## src/rtl/rf_sequencer.sv

```systemverilog
// rf_sequencer: runs one register-file instruction per start request.
// A non-LOADI instruction reads both operands, executes, writes back and then
// pulses done. LOADI skips the read and execute steps and writes imm directly.
//
// Handshake: start is a request that is only looked at while the FSM is idle.
// The instruction fields are captured on the rising edge that sees start=1 in
// IDLE. While busy or done is high, start is ignored, so it may stay high.
// The next request is accepted once both busy and done are low again.
module rf_sequencer (
    input  logic       clk,
    input  logic       rst_n,
    input  logic       start,
    input  logic [2:0] op,
    input  logic [1:0] src_a,
    input  logic [1:0] src_b,
    input  logic [1:0] dst,
    input  logic [3:0] imm,
    input  logic [3:0] rf_douta,
    input  logic [3:0] rf_doutb,
    output logic       rf_rea,
    output logic       rf_reb,
    output logic [1:0] rf_raa,
    output logic [1:0] rf_rab,
    output logic       rf_we,
    output logic [1:0] rf_wa,
    output logic [3:0] rf_din,
    output logic       busy,
    output logic       done,
    output logic [3:0] result,
    output logic       carry,
    output logic       zero,
    output logic [2:0] dbg_state
);

    localparam logic [2:0] OP_LOADI = 3'b000;
    localparam logic [2:0] OP_ADD   = 3'b001;
    localparam logic [2:0] OP_SUB   = 3'b010;
    localparam logic [2:0] OP_AND   = 3'b011;
    localparam logic [2:0] OP_OR    = 3'b100;
    localparam logic [2:0] OP_XOR   = 3'b101;
    localparam logic [2:0] OP_NOTA  = 3'b110;
    localparam logic [2:0] OP_MOVA  = 3'b111;

    typedef enum logic [2:0] {
        S_IDLE  = 3'd0,
        S_READ  = 3'd1,
        S_EXEC  = 3'd2,
        S_WRITE = 3'd3,
        S_DONE  = 3'd4
    } state_t;

    state_t     state;
    logic [2:0] op_q;
    logic [3:0] opa_q;
    logic [3:0] opb_q;

    logic [4:0] sum;
    logic [4:0] diff;
    logic [3:0] alu_res;
    logic       alu_carry;

    // The write data is the registered result, so the written value and the result output always agree.
    assign rf_din    = result;
    assign dbg_state = state;

    // The ALU works on the operands registered at the end of READ and the latched opcode.
    always_comb begin
        sum       = {1'b0, opa_q} + {1'b0, opb_q};
        diff      = {1'b0, opa_q} - {1'b0, opb_q};
        alu_res   = 4'd0;
        alu_carry = 1'b0;
        case (op_q)
            OP_ADD:  begin alu_res = sum[3:0];  alu_carry = sum[4];  end
            OP_SUB:  begin alu_res = diff[3:0]; alu_carry = diff[4]; end
            OP_AND:  alu_res = opa_q & opb_q;
            OP_OR:   alu_res = opa_q | opb_q;
            OP_XOR:  alu_res = opa_q ^ opb_q;
            OP_NOTA: alu_res = ~opa_q;
            OP_MOVA: alu_res = opa_q;
            default: alu_res = 4'd0;
        endcase
    end

    // Sequencer FSM. All outputs are registered and change together with the state.
    // The immediate is consumed on acceptance, and the result register holds it from then on.
    always_ff @(posedge clk) begin
        if (!rst_n) begin
            state  <= S_IDLE;
            op_q   <= 3'd0;
            opa_q  <= 4'd0;
            opb_q  <= 4'd0;
            rf_rea <= 1'b0;
            rf_reb <= 1'b0;
            rf_raa <= 2'd0;
            rf_rab <= 2'd0;
            rf_we  <= 1'b0;
            rf_wa  <= 2'd0;
            busy   <= 1'b0;
            done   <= 1'b0;
            result <= 4'd0;
            carry  <= 1'b0;
            zero   <= 1'b0;
        end else begin
            rf_rea <= 1'b0;
            rf_reb <= 1'b0;
            rf_we  <= 1'b0;
            done   <= 1'b0;
            case (state)
                S_IDLE: begin
                    if (start) begin
                        op_q   <= op;
                        rf_raa <= src_a;
                        rf_rab <= src_b;
                        rf_wa  <= dst;
                        busy   <= 1'b1;
                        if (op == OP_LOADI) begin
                            result <= imm;
                            carry  <= 1'b0;
                            zero   <= (imm == 4'd0);
                            rf_we  <= 1'b1;
                            state  <= S_WRITE;
                        end else begin
                            rf_rea <= 1'b1;
                            rf_reb <= 1'b1;
                            state  <= S_READ;
                        end
                    end
                end
                S_READ: begin
                    opa_q <= rf_douta;
                    opb_q <= rf_doutb;
                    state <= S_EXEC;
                end
                S_EXEC: begin
                    result <= alu_res;
                    carry  <= alu_carry;
                    zero   <= (alu_res == 4'd0);
                    rf_we  <= 1'b1;
                    state  <= S_WRITE;
                end
                S_WRITE: begin
                    busy  <= 1'b0;
                    done  <= 1'b1;
                    state <= S_DONE;
                end
                S_DONE: begin
                    state <= S_IDLE;
                end
                default: begin
                    busy  <= 1'b0;
                    state <= S_IDLE;
                end
            endcase
        end
    end

endmodule

```

## config.mk

```make
export PLATFORM = sky130hd
export DESIGN_NAME = rf_sequencer
export DESIGN_NICKNAME = d
export VERILOG_FILES = /design/src/rtl/rf_sequencer.sv
export SDC_FILE = /design/constraint.sdc
export NUM_CORES = 1
export LEC_CHECK = 0
export ABC_AREA = 1
export CORE_MARGIN = 5
export CORE_UTILIZATION = 52
export DETAILED_ROUTE_END_ITERATION = 12
export PLACE_DENSITY_LB_ADDON = 0.15
export SETUP_SLACK_MARGIN = 0.4
export SLEW_MARGIN = 30
export SYNTH_ARGS = -nofsm -noshare
export SYNTH_HDL_FRONTEND = slang
export SYNTH_SLANG_ARGS = --single-unit
```

## constraint.sdc

```tcl
create_clock -name clk -period 4.46 [get_ports clk]
set_input_delay 1.115 -clock clk [delete_from_list [all_inputs] [get_ports clk]]
set_output_delay 1.115 -clock clk [all_outputs]
set_load 0.01 [all_outputs]
```

==> impl_metrics.tcl, run 1 <==
set metrics [dict create \
    status "finished, final reports clean" \
    initial_core_util_pct 53.73 \
    hp-class "flop to flop" \
    rsz0062_at_grt "false" \
    nNetsFinal 338 \
    cp.depth 1 \
    net-switching-power_w 0.0002563 \
    yosysWarningCount 0 \
    synthDistinctLibCells 24 \
    routedWlPerCell_um 12.15 \
    drive_gt1_share_pct 3.322 \
    drv_slew 0 \
    syn_area_per_cell_um2 6.896 \
    hold_violations 0 \
    path_clk_slew_ps 100 \
    yosysSeqAreaShare_pct 33.50 \
    r2r-start "opa_q[0]$_SDFFE_PN0P_" \
    clockBufferDepth 2 \
    drv_cap 0 \
    final_common_cell "nand2_1" \
    critPathRequiredTime_ps 3350 \
    clockRootBuffer "clkbuf_4" \
    slew-limit-headroom_pct 68.41 \
    fmax_ghz 0.4042 \
    cts.sinks 30 \
    grt_first_pass_wirelength_um 7189 \
    drcViolationCount 0 \
    synthFlopType "dfxtp_1" \
    place_area_um2 2232 \
    synthArstFlopShare_pct 0 \
    worst_pin_slew_ps 473.2 \
    place.gp.congestion 0.9346 \
    n_antenna_cell 0 \
    numCtsBuffers 5 \
    fin_area_um2 2296 \
    rr_worst_depth 11 \
    first_pass_iters 4 \
    end_kind "output pin" \
    yosys.area.top_type "dfxtp_1" \
    max_stage_delay_ps 580 \
    p_int_w 0.0004701 \
    ant_nets 0 \
    drtIter0Drc 165 \
    crit_slowest_cell "clkdlybuf4s50_1" \
    synth-edff-count 0 \
    hold_depth 2 \
    regToRegSetupSlack_ps 2590 \
    cts_tree "done" \
    grt_pass1_vias 1575 \
    fin_crit_sh_pct 55.47 \
    antenna_found_initial 0 \
    core_area_um2 3337 \
    r2r_end "zero$_SDFFE_PN0P_" \
    mostFrequentLayoutCells "50 x nand2_1, 47 x clkdlybuf4s50_1, 33 x inv_1" \
    synth_seq_cells 30 \
    totalWireLength_um 4215 \
    total_power_w 0.0007264 \
    combPwrFrac_pct 31.7 \
    crit_path_end "dbg_state[1]" \
    setup_viol 0 \
    vdd_ir_drop_max_mv 0.1863 \
    rows 21 \
    post_cts_resized 0 \
    setup-tns-final_ps 0 \
    skew_ps 14.78 \
    cts_setup_buffers 0 \
    synthesis.nets 298 \
    worstPathArrival_ps 1360 \
    utilization_pct 68.80 \
    die_x_um 68.72 \
    holdCritStartpoint "rf_rab[0]$_SDFFE_PN0P_" \
    portBuffers 47 \
    grt_usage_pct 20.32 \
    crit_path_max_fanout 6 \
    syn-cell-area_um2 1793 \
    crit_chain "clkdlybuf4s50_1" \
    vias 1769 \
    grt_overflow 0 \
    crit_family "buffers and inverters" \
    die-area_um2 4722 \
    pin_count 48 \
    crit_buf_inv 1 \
    crit_start "dbg_state[1]$_SDFFE_PN0P_" \
    swShare_pct 35.29 \
    yosysTopAreaCellShare_pct 33.50 \
    crit_type "flop to output pin" \
    via_per_inst 5.098 \
    pwr-share-seq_pct 44.1 \
    areaGrowthSynthToFinish_pct 28.05 \
    p_leak_nw 0.9907 \
    synth_area_leaders "dfxtp_1 33%, nand2_1 10%, ha_1 8.4%" \
    syn_inst 260 \
    ctsHoldBuffers 0 \
    power_density_nw_per_um2 316.4 \
    cts-htree-levels 2 \
    hpwl_um 3233 \
    worstSetupStartpointType "flop" \
    clk-insertion-delay-late_ps 340 \
    grt_max_degree 18 \
    power_frac_clock_pct 24.2 \
    fin_crit_ps 2474 \
    fp.dieH_um 68.72 \
]
## synthesized netlist by cell type, types with 3 or more instances
cell / instances
a21oi_1: 22
buf_4: 9
clkbuf_1: 3
dfxtp_1: 30
ha_1: 12
inv_1: 33
nand2_1: 50
nand3_1: 22
nand4_1: 11
nor2_1: 29
nor3_1: 5
o21ai_0: 18
## metal layers
metal / part of all wire [%] / global-route usage [%] / vias to the layer above
met5: 0 / 0 / -
met4: 0.97 / 7.299 / 0
met3: 8.5 / 6.645 / 5
met2: 43 / 27.65 / 63
met1: 48 / 29.50 / 767
li1: - / - / 934
## kinds of logic after synthesis
| group | after synthesis | synth area share [%] |
|---|---|---|
| xor gates and xnor gates | 1 | 0.4886 |
| and+or+nand+nor | 121 | 29.66 |
| buffers and inverters | 48 | 12.07 |
| AOI/OAI and AO/OA | 46 | 13.68 |
| adders and majority gates | 14 | 10.61 |
| DFF | 30 | 33.50 |
## worst min-delay path by stage
stage                                   to  slack (ps)
floorplan            opb_q[0]$_SDFFE_PN0P_         470
global placement    rf_rab[0]$_SDFFE_PN0P_         450
detailed placement  rf_rab[0]$_SDFFE_PN0P_         460
CTS                 rf_rab[0]$_SDFFE_PN0P_         470
global route        rf_rab[0]$_SDFFE_PN0P_         490
finish              rf_rab[0]$_SDFFE_PN0P_         470
## power groups by stage
stage	combinational, W	clock [W]	sequential (W)
finish	0.000230	0.000176	0.000321
global route	0.000261	0.000195	0.000326
CTS	0.000230	0.000180	0.000320
detailed placement	0.000229	0	0.000326
global placement	0.000226	0	0.000326
floorplan	0.000151	0	0.000323
## worst register-to-register path, stage by stage, from the launching register on
cell and delay, ps:
dfxtp_1 360, inv_1 90, ha_1 230, inv_1 90, fa_1 430, nand4_1 110
nand2_1 60, nor2_1 80, nand2_1 80, nor2_1 90, nand3_1 80, a21oi_1 130
## per-stage QoR
step,std cells,hold slack (ps),setup slack (ps)
2_1_floorplan,260,467.1,2563
3_3_place_gp,339,452.2,1844
3_5_place_dp,339,456.5,1811
4_1_cts,347,470.3,1976
5_1_grt,347,493.7,1907
6_report,347,468.6,1986
## area by class of cell
cell class | instances | area (um2)
Fill cell | 305 | 1041
Multi-Input combinational cell | 182 | 975.9
Sequential cell | 30 | 600.6
Timing Repair Buffer | 47 | 470.5
Inverter | 34 | 127.6
Tap cell | 46 | 57.56
Clock buffer | 6 | 51.30
Clock inverter | 2 | 12.51
## registers in the layout (all words and copies together), names as in the netlist
name	flops
rf_we	1
opb_q	4
busy	1
done	1
rf_raa	2
op_q	3
result	4
rf_wa	2
dbg_state	3
zero	1
carry	1
rf_rab	2
opa_q	4
rf_reb	1
No activity file was read; power rests on OpenSTA's default activity.
==> run 2, diff against run 1 <==
CORE_UTILIZATION = 44   (was 52)
clock period = 2.2 ns   (was 4.46 ns; I/O delays follow)
==> run 2 against run 1 <==
  * Design area increased by 7.8%
  * Total power increased by 140%
  * Critical path depth unchanged
  * Non-clock buffer count increased by 8
  * Critical endpoint is now dbg_state[2]
==> impl_metrics.tcl, run 2 (synthesized netlist as in run 1, its figures left out) <==
set metrics [dict create \
    rr_worst_depth 11 \
    skew_ps 8.589 \
    fin_cells 358 \
    die_x_um 73.84 \
    r2r-start "opa_q[0]$_SDFFE_PN0P_" \
    crit_family "buffers and inverters" \
    first_pass_iters 4 \
    final_common_cell "nand2_1" \
    areaGrowthSynthToFinish_pct 38.03 \
    vias 1816 \
    slew-limit-headroom_pct 66.74 \
    holdCritStartpoint "rf_wa[1]$_SDFFE_PN0P_" \
    fin_crit_ps 1753 \
    grt_max_degree 18 \
    worstPathArrival_ps 1200 \
    pin_count 48 \
    routedWlPerCell_um 12.62 \
    numCtsBuffers 5 \
    grt_pass1_vias 1607 \
    n_antenna_cell 0 \
    via_per_inst 5.073 \
    setup-tns-final_ps 0 \
    clockBufferDepth 2 \
    regToRegSetupSlack_ps 460 \
    hpwl_um 3465 \
    drv_cap 0 \
    grt_overflow 0 \
    place.gp.congestion 0.9163 \
    antenna_found_initial 0 \
    core_area_um2 3971 \
    end_kind "output pin" \
    power_density_nw_per_um2 698.6 \
    crit_slowest_cell "clkdlybuf4s50_1" \
    p_leak_nw 1.074 \
    cts-htree-levels 2 \
    critPathRequiredTime_ps 1650 \
    totalWireLength_um 4519 \
    worst_pin_slew_ps 498.2 \
    ant_nets 0 \
    crit_buf_inv 1 \
    hold_violations 0 \
    fp.dieH_um 73.84 \
    drv_slew 0 \
    crit_path_max_fanout 4 \
    max_stage_delay_ps 560 \
    path_clk_slew_ps 70 \
    r2r_end "zero$_SDFFE_PN0P_" \
    rows 23 \
    hold_depth 2 \
    die-area_um2 5452 \
    initial_core_util_pct 45.15 \
    fin_crit_sh_pct 79.69 \
    clk-insertion-delay-late_ps 280 \
    crit_type "flop to output pin" \
    hp-class "flop to flop" \
    dp.cells 347 \
    grt_usage_pct 17.64 \
    reg_top3 "opa_q (4), opb_q (4), result (4)" \
    nNetsFinal 346 \
    rsz0062_at_grt "true" \
    setup_viol 0 \
    n_fill_cell 402 \
    vdd_ir_drop_max_mv 0.6191 \
    cts_tree "done" \
    whs_endpoint "rf_wa[1]$_SDFFE_PN0P_" \
    crit_chain "clkdlybuf4s50_1" \
    ctsHoldBuffers 0 \
    grt_first_pass_wirelength_um 7396 \
    fmax_ghz 0.5704 \
    drtIter0Drc 115 \
    drcViolationCount 0 \
    worstSetupStartpointType "flop" \
    mostFrequentLayoutCells "49 x nand2_1, 45 x clkdlybuf4s50_1, 31 x inv_1" \
    portBuffers 47 \
    status "finished, final reports clean" \
    clockRootBuffer "clkbuf_8" \
    drive_gt1_share_pct 10.06 \
    cts.sinks 30 \
]
[run 2: metrics by stage]
step / power [W] / setup slack, ps / instance area (um2) / hold WS (ps) / util, %
global placement: 0.001134 / 346.2 / 2267 / 448.1 / 57.09
global route: 0.001840 / 323.5 / 2475 / 493.5 / 62.32
detailed placement: 0.001135 / 282.3 / 2267 / 458.8 / 57.09
CTS: 0.001700 / 370.8 / 2380 / 469.9 / 59.92
finish: 0.001729 / 446.9 / 2475 / 467.0 / 62.32
floorplan: 0.0009609 / 553.5 / 1793 / 467.1 / -
[run 2: cell type report]
| cell class | instances | area [um2] | area share [%] |
|---|---|---|---|
| well taps | 50 | 62.56 | 2.528 |
| clock buffers | 6 | 82.58 | 3.337 |
| multi-input cells | 182 | 1023 | 41.35 |
| flip-flops and latches | 30 | 611.8 | 24.72 |
| clock inverters | 1 | 30.03 | 1.213 |
| inverters | 34 | 132.6 | 5.359 |
| repair buffers | 55 | 531.8 | 21.49 |
[run 2: power breakdown]
group / switching (W) / leakage [nW] / total, W / internal, W
logic: 0.000274 / 0.768 / 0.000505 / 0.000230
registers: 0.0000599 / 0.249 / 0.000657 / 0.000598
clock network: 0.000205 / 0.0573 / 0.000567 / 0.000362
[run 2: worst max-delay path by stage]
stage / startpoint / end / slack [ps] / cells past startpoint
6_report: dbg_state[2]$_SDFFE_PN0P_ / dbg_state[2] / 450 / 1
3_5_place_dp: op[2] / result[3]$_SDFFE_PN0P_ / 280 / 10
3_3_place_gp: op[2] / result[1]$_SDFFE_PN0P_ / 350 / 9
5_1_grt: opa_q[0]$_SDFFE_PN0P_ / zero$_SDFFE_PN0P_ / 320 / 13
2_1_floorplan: opa_q[0]$_SDFFE_PN0P_ / zero$_SDFFE_PN0P_ / 550 / 11
4_1_cts: opa_q[0]$_SDFFE_PN0P_ / zero$_SDFFE_PN0P_ / 370 / 11
[run 2: what timing repair did]
action | in CTS | in global routing
buffers inserted | 0 | 4
endpoints found under the setup margin | 3 | 6
resized for setup | 3 | 20
pin swaps | 0 | 11
[run 2: routing by layer]
layer / vias up / track usage, % / wire length [um] / part of all wire, %
li1: 943 / - / - / -
met1: 812 / 24.15 / 2103 / 47
met2: 55 / 26.87 / 2063 / 46
met3: 6 / 4.378 / 294 / 6.5
met4: 0 / 6.036 / 57 / 1.3
met5: - / 0 / 0 / 0
==> run 3, diff against run 2 <==
clock period = 1.6 ns   (was 2.2 ns; I/O delays follow)
==> run 3 against run 2 <==
  * Largest cell class unchanged
  * Routed wire length grew 18%
  * Hold slack lost 8.2 ps
  * Combinational power grew 85%
  * Non-clock buffer count grew 22
  * Worst setup slack lost 580 ps
  * Critical path type is now flop to flop
  * Highest routed layer unchanged
  * Critical path depth grew 9
  * The run now ends with setup timing left
==> impl_metrics.tcl, run 3 (synthesized netlist as in run 1, its figures left out) <==
set metrics [dict create \
    violations "setup timing" \
    path_common_cell "nand2_1" \
    path_clk_slew_ps 70 \
    initial_core_util_pct 45.15 \
    crit_buf_inv 2 \
    setup_viol 2 \
    mostFrequentLayoutCells "40 x nand2_1, 23 x buf_4, 22 x nor2_1" \
    max_stage_delay_ps 520 \
    slew-limit-headroom_pct 80.05 \
    rows 23 \
    hpwl_um 3649 \
    clockBufferDepth 2 \
    numCtsBuffers 5 \
    via_per_inst 5.181 \
    grt_pass1_vias 1867 \
    final_common_cell "nand2_1" \
    cts_tree "done" \
    place.gp.congestion 0.8701 \
    worstSetupStartpointType "flop" \
    worstPathArrival_ps 1940 \
    first_pass_iters 4 \
    utilization_pct 70.26 \
    routedWlPerCell_um 13.97 \
    rsz0062_at_grt "true" \
    grt_overflow 0 \
    pin_count 48 \
    end_kind "flop" \
    drcViolationCount 0 \
    worst_pin_slew_ps 295.5 \
    ctsHoldBuffers 0 \
    setup-tns-final_ps -255.5 \
    vdd_ir_drop_max_mv 0.6728 \
    fin_area_um2 2790 \
    place_area_um2 2457 \
    crit_type "flop to flop" \
    totalWireLength_um 5323 \
    nNetsFinal 368 \
    reg_top3 "opa_q (4), opb_q (4), result (4)" \
    portBuffers 47 \
    crit_slowest_cell "fa_2" \
    crit_chain "inv_2 -> ha_4 -> inv_2 -> fa_2 -> nand4_1 -> nand2_1 -> nor2_1 -> nand2_1 -> nand2_1 -> a31oi_1" \
    critPathRequiredTime_ps 1810 \
    clk-insertion-delay-late_ps 290 \
    clockRootBuffer "clkbuf_8" \
    hold_violations 0 \
    fin_crit_sh_pct 108.3 \
    grt_max_degree 17 \
    n_antenna_cell 0 \
    die-area_um2 5452 \
    p_leak_nw 1.258 \
    vias 1974 \
    areaGrowthSynthToFinish_pct 55.62 \
    drv_slew 0 \
    pwr-share-seq_pct 36.1 \
    skew_ps 9.640 \
    crit_path_max_fanout 3 \
    cts.sinks 30 \
    core_area_um2 3971 \
    drv_cap 0 \
    drive_gt1_share_pct 42.60 \
    power_density_nw_per_um2 893.4 \
    ant_nets 0 \
    setup_slack_ps -133.2 \
    die_x_um 73.84 \
    p_int_w 0.001597 \
    fp.dieH_um 73.84 \
    antenna_found_initial 0 \
    cts-htree-levels 2 \
    hp-class "flop to flop" \
    crit_family "adder cells" \
    fin_crit_ps 1733 \
    grt_first_pass_wirelength_um 8231 \
    fmax_ghz 0.5770 \
    power_frac_clock_pct 26.4 \
    net-switching-power_w 0.0008955 \
    swShare_pct 35.93 \
    drtIter0Drc 123 \
    status "finished, violations left" \
    post-place-ws_ps -127.6 \
    grt_usage_pct 19.54 \
    combPwrFrac_pct 37.5 \
]
run 3: repair_timing:
item,4_1_cts,5_1_grt
pin swaps,17,14
gates resized for setup,137,54
cloned,0,1
setup endpoints to repair,42,28
setup buffers,11,0
hold endpoints to repair,0,0
run 3: power groups by stage:
| stage | sequential [W] | clock [W] | combinational [W] |
|---|---|---|---|
| global route | 0.000912 | 0.000702 | 0.00103 |
| finish | 0.000901 | 0.000657 | 0.000935 |
| detailed placement | 0.000910 | 0 | 0.000762 |
| floorplan | 0.000910 | 0 | 0.000464 |
| CTS | 0.000889 | 0.000673 | 0.000806 |
| global placement | 0.000909 | 0 | 0.000750 |
run 3: metal layers:
metal	global-route usage [%]	routed length [um]	vias to the layer above
met5	0	0	-
met4	7.646	121	0
met3	5.609	428	14
met2	32.38	2652	81
met1	23.69	2120	890
li1	-	-	989
run 3: path summary, 6_finish.rpt:
check | cells after the start | end | from | slack [ps]
hold reg to reg | 2 | rf_rab[0]$_SDFFE_PN0P_ | rf_rab[0]$_SDFFE_PN0P_ | 460
hold / removal | 2 | rf_rab[0]$_SDFFE_PN0P_ | rf_rab[0]$_SDFFE_PN0P_ | 460
setup / recovery | 10 | result[1]$_SDFFE_PN0P_ | opa_q[0]$_SDFFE_PN0P_ | -130
setup reg to reg | 10 | result[1]$_SDFFE_PN0P_ | opa_q[0]$_SDFFE_PN0P_ | -130
run 3: worst min-delay path: stages, from the launching register on:
cell and delay, ps:
dfxtp_1 310, nand2_1 60, a21oi_1 50
run 3: stage by stage:
| stage | std cells | hold slack (ps) | power (W) |
|---|---|---|---|
| after floorplan | 260 | 473.4 | 0.001374 |
| after global placement | 361 | 446.8 | 0.001658 |
| after detailed placement | 361 | 450.9 | 0.001672 |
| after CTS | 380 | 457.4 | 0.002367 |
| after global routing | 381 | 487.8 | 0.002647 |
| final | 381 | 458.8 | 0.002493 |
run 3: area by class of cell:
| cell class | instances | area [um2] |
|---|---|---|
| Multi-Input combinational cell | 182 | 1230 |
| Fill cell | 333 | 1181 |
| Timing Repair Buffer | 77 | 636.9 |
| Sequential cell | 30 | 634.4 |
| Inverter | 34 | 132.6 |
| Clock buffer | 6 | 82.58 |
| Tap cell | 50 | 62.56 |
| Clock inverter | 2 | 11.26 |
